### config.mk
export PLATFORM = sky130hd
export DESIGN_NAME = jzjpcc_mem_arbiter
export DESIGN_NICKNAME = d
export VERILOG_FILES = /design/src/rtl/jzjpcc_pkg.sv /design/src/rtl/jzjpcc_down_counter.sv /design/src/rtl/jzjpcc_mem_arbiter.sv
export SDC_FILE = /design/constraint.sdc
export NUM_CORES = 1
export LEC_CHECK = 0
export ABC_CLOCK_PERIOD_IN_PS = 2000
export BUFFER_PORTS_ARGS = -buffer_cell sky130_fd_sc_hd__clkbuf_2
export CORE_AREA = 5 5 81 83
export DETAILED_ROUTE_END_ITERATION = 6
export DIE_AREA = 0 0 86 88
export PLACE_DENSITY = 0.75
export SLEW_MARGIN = 20
export SYNTH_ARGS = -nofsm -noshare
export SYNTH_HDL_FRONTEND = slang
export SYNTH_SLANG_ARGS = --single-unit
### constraint.sdc
create_clock -name clock -period 2 [get_ports clock]
set_input_delay 0.6 -clock clock [delete_from_list [all_inputs] [get_ports clock]]
set_output_delay 0.6 -clock clock [all_outputs]
set_load 0.03 [all_outputs]
### src/rtl/jzjpcc_pkg.sv
// jzjpcc_pkg: shared types and default constants for the memory arbiter slice.
package jzjpcc_pkg;

   typedef enum logic [1:0] {ARB_CORE, ARB_DRAIN, ARB_LOADER, ARB_RESUME} arbState_t;

   localparam int ARB_RAM_A_WIDTH        = 12;
   localparam int ARB_DRAIN_CYCLES       = 4;
   localparam int ARB_RESET_PULSE_CYCLES = 2;

   function automatic int max_int(input int a, input int b);
      return (a > b) ? a : b;
   endfunction

endpackage

### src/rtl/jzjpcc_down_counter.sv
// jzjpcc_down_counter: loadable down counter that saturates at zero and flags it.
module jzjpcc_down_counter #(
   parameter int W = 3
) (
   input  logic         clock,
   input  logic         reset,
   input  logic         load,
   input  logic [W-1:0] load_val,
   input  logic         dec,
   output logic         zero
);

   logic [W-1:0] count_q, count_d;

   always_comb begin
      count_d = load ? load_val : (dec && count_q != '0) ? count_q - 1'b1 : count_q;
   end

   always_ff @(posedge clock or negedge reset) begin
      if (!reset) count_q <= '0;
      else        count_q <= count_d;
   end

   assign zero = (count_q == '0);

endmodule

### src/rtl/jzjpcc_mem_arbiter.sv
// jzjpcc_mem_arbiter: shares the backend data port between the core and a loader,
// halting and draining the core before the loader owns the port.
module jzjpcc_mem_arbiter
   import jzjpcc_pkg::*;
#(
   parameter int RAM_A_WIDTH        = ARB_RAM_A_WIDTH,
   parameter int DRAIN_CYCLES       = ARB_DRAIN_CYCLES,
   parameter int RESET_PULSE_CYCLES = ARB_RESET_PULSE_CYCLES
) (
   input  logic                   clock,
   input  logic                   reset,
   input  logic [RAM_A_WIDTH-1:0] coreAddr,
   input  logic [31:0]            coreWriteData,
   input  logic [3:0]             coreByteMask,
   input  logic                   coreWriteEnable,
   input  logic                   ldrValid,
   output logic                   ldrReady,
   input  logic                   ldrWrite,
   input  logic [RAM_A_WIDTH-1:0] ldrAddr,
   input  logic [31:0]            ldrWriteData,
   output logic [31:0]            ldrReadData,
   output logic                   ldrReadValid,
   input  logic                   ldrRelease,
   input  logic                   ldrResetCore,
   output logic [RAM_A_WIDTH-1:0] memAddr,
   output logic [31:0]            memWriteData,
   output logic [3:0]             memByteMask,
   output logic                   memWriteEnable,
   input  logic [31:0]            memReadData,
   output logic                   stallCore,
   output logic                   coreResetRequest,
   output logic                   halted
);

   localparam int CW = $clog2(max_int(DRAIN_CYCLES, RESET_PULSE_CYCLES)) + 1;

   arbState_t     state_q, state_d;
   logic          rvalid_q, rvalid_d;
   logic          in_ldr, cnt_load, cnt_dec, cnt_zero;
   logic [CW-1:0] cnt_load_val;

   assign in_ldr = (state_q == ARB_LOADER);

   always_comb begin
      state_d = state_q;
      case (state_q)
         ARB_CORE:   state_d = ldrValid ? ARB_DRAIN : ARB_CORE;
         ARB_DRAIN:  state_d = cnt_zero ? ARB_LOADER : ARB_DRAIN;
         ARB_LOADER: state_d = ldrRelease ? (ldrResetCore ? ARB_RESUME : ARB_CORE) : ARB_LOADER;
         ARB_RESUME: state_d = cnt_zero ? ARB_CORE : ARB_RESUME;
         default:    state_d = ARB_CORE;
      endcase
      cnt_load     = (state_q == ARB_CORE && ldrValid) || (in_ldr && ldrRelease && ldrResetCore);
      cnt_load_val = (state_q == ARB_CORE) ? CW'(DRAIN_CYCLES - 1) : CW'(RESET_PULSE_CYCLES - 1);
      cnt_dec      = (state_q == ARB_DRAIN) || (state_q == ARB_RESUME);
      rvalid_d     = in_ldr && ldrValid && !ldrWrite;
   end

   always_ff @(posedge clock or negedge reset) begin
      if (!reset) begin
         state_q  <= ARB_CORE;
         rvalid_q <= 1'b0;
      end else begin
         state_q  <= state_d;
         rvalid_q <= rvalid_d;
      end
   end

   jzjpcc_down_counter #(.W(CW)) u_cnt (
      .clock    (clock),
      .reset    (reset),
      .load     (cnt_load),
      .load_val (cnt_load_val),
      .dec      (cnt_dec),
      .zero     (cnt_zero)
   );

   // Core stores are simply masked off while the loader owns the port.
   always_comb begin
      memAddr        = in_ldr ? ldrAddr : coreAddr;
      memWriteData   = in_ldr ? ldrWriteData : coreWriteData;
      memByteMask    = in_ldr ? 4'hF : coreByteMask;
      memWriteEnable = in_ldr ? (ldrValid && ldrWrite) : coreWriteEnable;
   end

   assign ldrReady         = in_ldr;
   assign halted           = in_ldr;
   assign stallCore        = (state_q != ARB_CORE);
   assign coreResetRequest = (state_q == ARB_RESUME);
   assign ldrReadValid     = rvalid_q;
   assign ldrReadData      = rvalid_q ? memReadData : 32'h0;

endmodule

==> results.md <==
* I/O Buffers at 216
* Syn Area/Cell at 10.60 um^2
* HPWL Detailed at 5192 um
* Vias/cell at 4.261
* Final #Nets at 485
* Post-CTS Hold Buffers at 0
* Grt ovf at 0
* Most frequent cells in the layout: 166 x clkbuf_2, 42 x buf_8, 41 x mux2_4
* Mapped cell area at 1356 um^2
* Most common cell after layout, fill and taps aside: clkbuf_2
* Antenna Cells at 0
* CTS Buffer Depth at 2
* CTS buffer count at 3
* VDD IR-drop max at 504.2 uV
* IO Count at 217
* Die H at 88 um
* DRT iter0 DRCs at 37
* Synth Register Bits at 6
* Seq/Total Area, Yosys at 0.1107
* Reg area at 150.1 um^2
* Sequential share of power at 0.078
* CP Launch Type: flop
* Initial antenna violation count at 0
* # Max-Cap Violations at 0
* Fill cell count at 522
* Switching Fraction at 0.4338
* Clock insertion delay at the later pin of the skew report at 0.22 ns
* Crit end category: output port
* Status: finished with violations
* Largest net degree at the start of global routing at 34
* Vias in the first global route at 1954
* Final Worst Setup Slack at -0.1343 ns
* Worst-Margin Slew at 0.4716 ns
* CTS Sinks at 6
* Core ar. at 5781 um^2
* Final Hold Viols at 0
* Via count at 1811
* CTS tree: built
* Worst-path fanout max at 6
* P_sw at 0.001134 W
* Syn_nets at 261
* Total track usage at 0.1569
* CTS clk-pin slew, worst paths at 0.04 ns
* Routed len/inst at 16.42 um
* Failing checks: negative setup slack
* Final Max Slew Viols at 0
* # setup viols final at 49
* Layout cells sized above 1 at 0.8114
* RD Place Congestion at 0.6963
* Worst hold path type: input pin to async pin
* Residual DRC count at 0
* Rel. slew slack at 0.6835
* Hold WS at 0.2021 ns
* First-pass GRT wire length at 9542 um
* Critical path required time at 1.40 ns
* Drt first pass iters at 4
* RSZ-0062 raised after global routing: yes
* Starting density of the core at 0.2346
* FP Rows at 28
* Arrival time worst endpoint at 1.53 ns
* Cell area power density at 833.0 nW/um^2
* Die W at 86 um
* Fin area at 3137 um^2
* Total wire length at 6978 um
* Root Buffer: clkbuf_8
* Period utilization at 1.067
* Multi-input combinational cell area at 1062 um^2
* DRT antenna net count at 0
* Logic pwr share at 0.854
* Clock skew at 0.002327 ns
* Post-Syn Instances at 128
* Die ar. at 7568 um^2
* Fmax at 468.5 MHz
* Post-synthesis cell type count at 26
* Leak at 1.774 nW
* Layout area overhead at 131.3%
* Internal power at 0.001480 W
* H-tree depth at 1
* Final min period at 2.134 ns
* Clock share of power at 0.068
* Syn. warnings at 0
* Crit path kind: flop to output port
* Cell Area, Placed at 2450 um^2
==> kinds of logic (layout without fill, tap and decap cells) <==
kind of cell | count (synthesis) | in the layout | share of synthesized area
xor gates and xnor gates | 1 | 1 | 0.006459
buffers and inverters | 16 | 238 | 0.1135
adders and majority gates | 2 | 2 | 0.01845
muxes | 44 | 44 | 0.4788
AOI/OAI and AO/OA | 10 | 10 | 0.04798
DFF | 6 | 6 | 0.1107
and+or+nand+nor | 49 | 49 | 0.2242
==> synthesized netlist by cell type <==
| master | number | area, um^2 |
|---|---|---|
| nor2b_4 | 1 | 13.76 |
| a22o_1 | 2 | 17.52 |
| a311oi_1 | 1 | 8.760 |
| nand2b_1 | 1 | 6.260 |
| and2_1 | 33 | 206.5 |
| nand3_1 | 2 | 10.01 |
| a211oi_1 | 1 | 7.510 |
| dfrtp_1 | 6 | 150.1 |
| nand2_1 | 3 | 11.26 |
| and3b_1 | 1 | 8.760 |
| o21ai_0 | 2 | 10.01 |
| nor2_1 | 1 | 3.750 |
| clkbuf_1 | 4 | 15.01 |
| buf_12 | 5 | 100.1 |
| inv_1 | 4 | 15.01 |
| mux2_4 | 41 | 615.6 |
| o22ai_1 | 1 | 6.260 |
| a21oi_1 | 3 | 15.01 |
| or2_2 | 5 | 31.28 |
| xor2_1 | 1 | 8.760 |
| nor2b_1 | 2 | 12.51 |
| buf_2 | 1 | 5.000 |
| ha_1 | 2 | 25.02 |
| mux2_2 | 3 | 33.78 |
| buf_4 | 1 | 7.510 |
| buf_6 | 1 | 11.26 |
==> critical path, cell delays in order, from the launching register on <==
cell	delay, ns
dfrtp_1	0.40
nor2b_4	0.13
buf_12	0.15
buf_6	0.12
mux2_2	0.35
clkbuf_8	0.16
==> registers in the layout (all words and copies together), names as in the netlist <==
signal / cells
state_q: 2
ldrReadValid: 1
u_cnt.count_q: 3
==> cell type report <==
type                            instances  share of cell area
Inverter                                4            0.004787
Timing Repair Buffer                  231              0.5656
Tap cell                               75             0.02992
Sequential cell                         6             0.04787
Clock buffer                            3             0.01316
Multi-Input combinational cell        106              0.3387
==> final timing paths <==
path,from,endpoint,slack [ns],cells past startpoint
max in group asynchronous,reset,state_q[0]$_DFF_PN0_,1.64,1
min,reset,u_cnt.count_q[0]$_DFFE_PN0P_,0.20,1
max,state_q[0]$_DFF_PN0_,memAddr[0],-0.13,5
min in group clock,u_cnt.count_q[2]$_DFFE_PN0P_,u_cnt.count_q[2]$_DFFE_PN0P_,0.54,1
min reg2reg,u_cnt.count_q[2]$_DFFE_PN0P_,u_cnt.count_q[2]$_DFFE_PN0P_,0.54,1
max reg2reg,state_q[1]$_DFF_PN0_,u_cnt.count_q[2]$_DFFE_PN0P_,0.62,4
==> stage by stage <==
step	setup TNS [ns]	power, W	util	setup slack (ns)	instances
global route	-7.614	0.002756	0.5426	-0.1873	425
global placement	0	0.001808	0.4238	0.05819	413
detailed placement	0	0.001840	0.4238	0.04730	413
finish	-5.178	0.002613	0.5426	-0.1343	425
floorplan	0	0.001486	-	0.09435	128
CTS	-6.158	0.002421	0.5188	-0.1634	419
==> what timing repair did <==
action                                  in CTS  in global routing
resized for setup                          104                 52
buffers inserted                             1                  5
endpoints found under the setup margin      49                 49
gates cloned                                 2                  1
==> per-layer routing <==
metal / track usage / wire length, um / vias up
li1: - / - / 879
met1: 0.1535 / 2201 / 799
met2: 0.3041 / 3779 / 117
met3: 0.04986 / 794 / 16
met4: 0.06187 / 203 / 0
met5: 0 / 0 / -
==> power groups by stage <==
stage | Clock, W | Sequential [W] | Combinational [W]
floorplan | 0 | 0.000212 | 0.00127
detailed placement | 0 | 0.000207 | 0.00163
CTS | 0.000183 | 0.000205 | 0.00203
finish | 0.000178 | 0.000204 | 0.00223
global route | 0.000187 | 0.000211 | 0.00236
global placement | 0 | 0.000205 | 0.00160
Note: power is estimated with default switching activity, not from simulation.
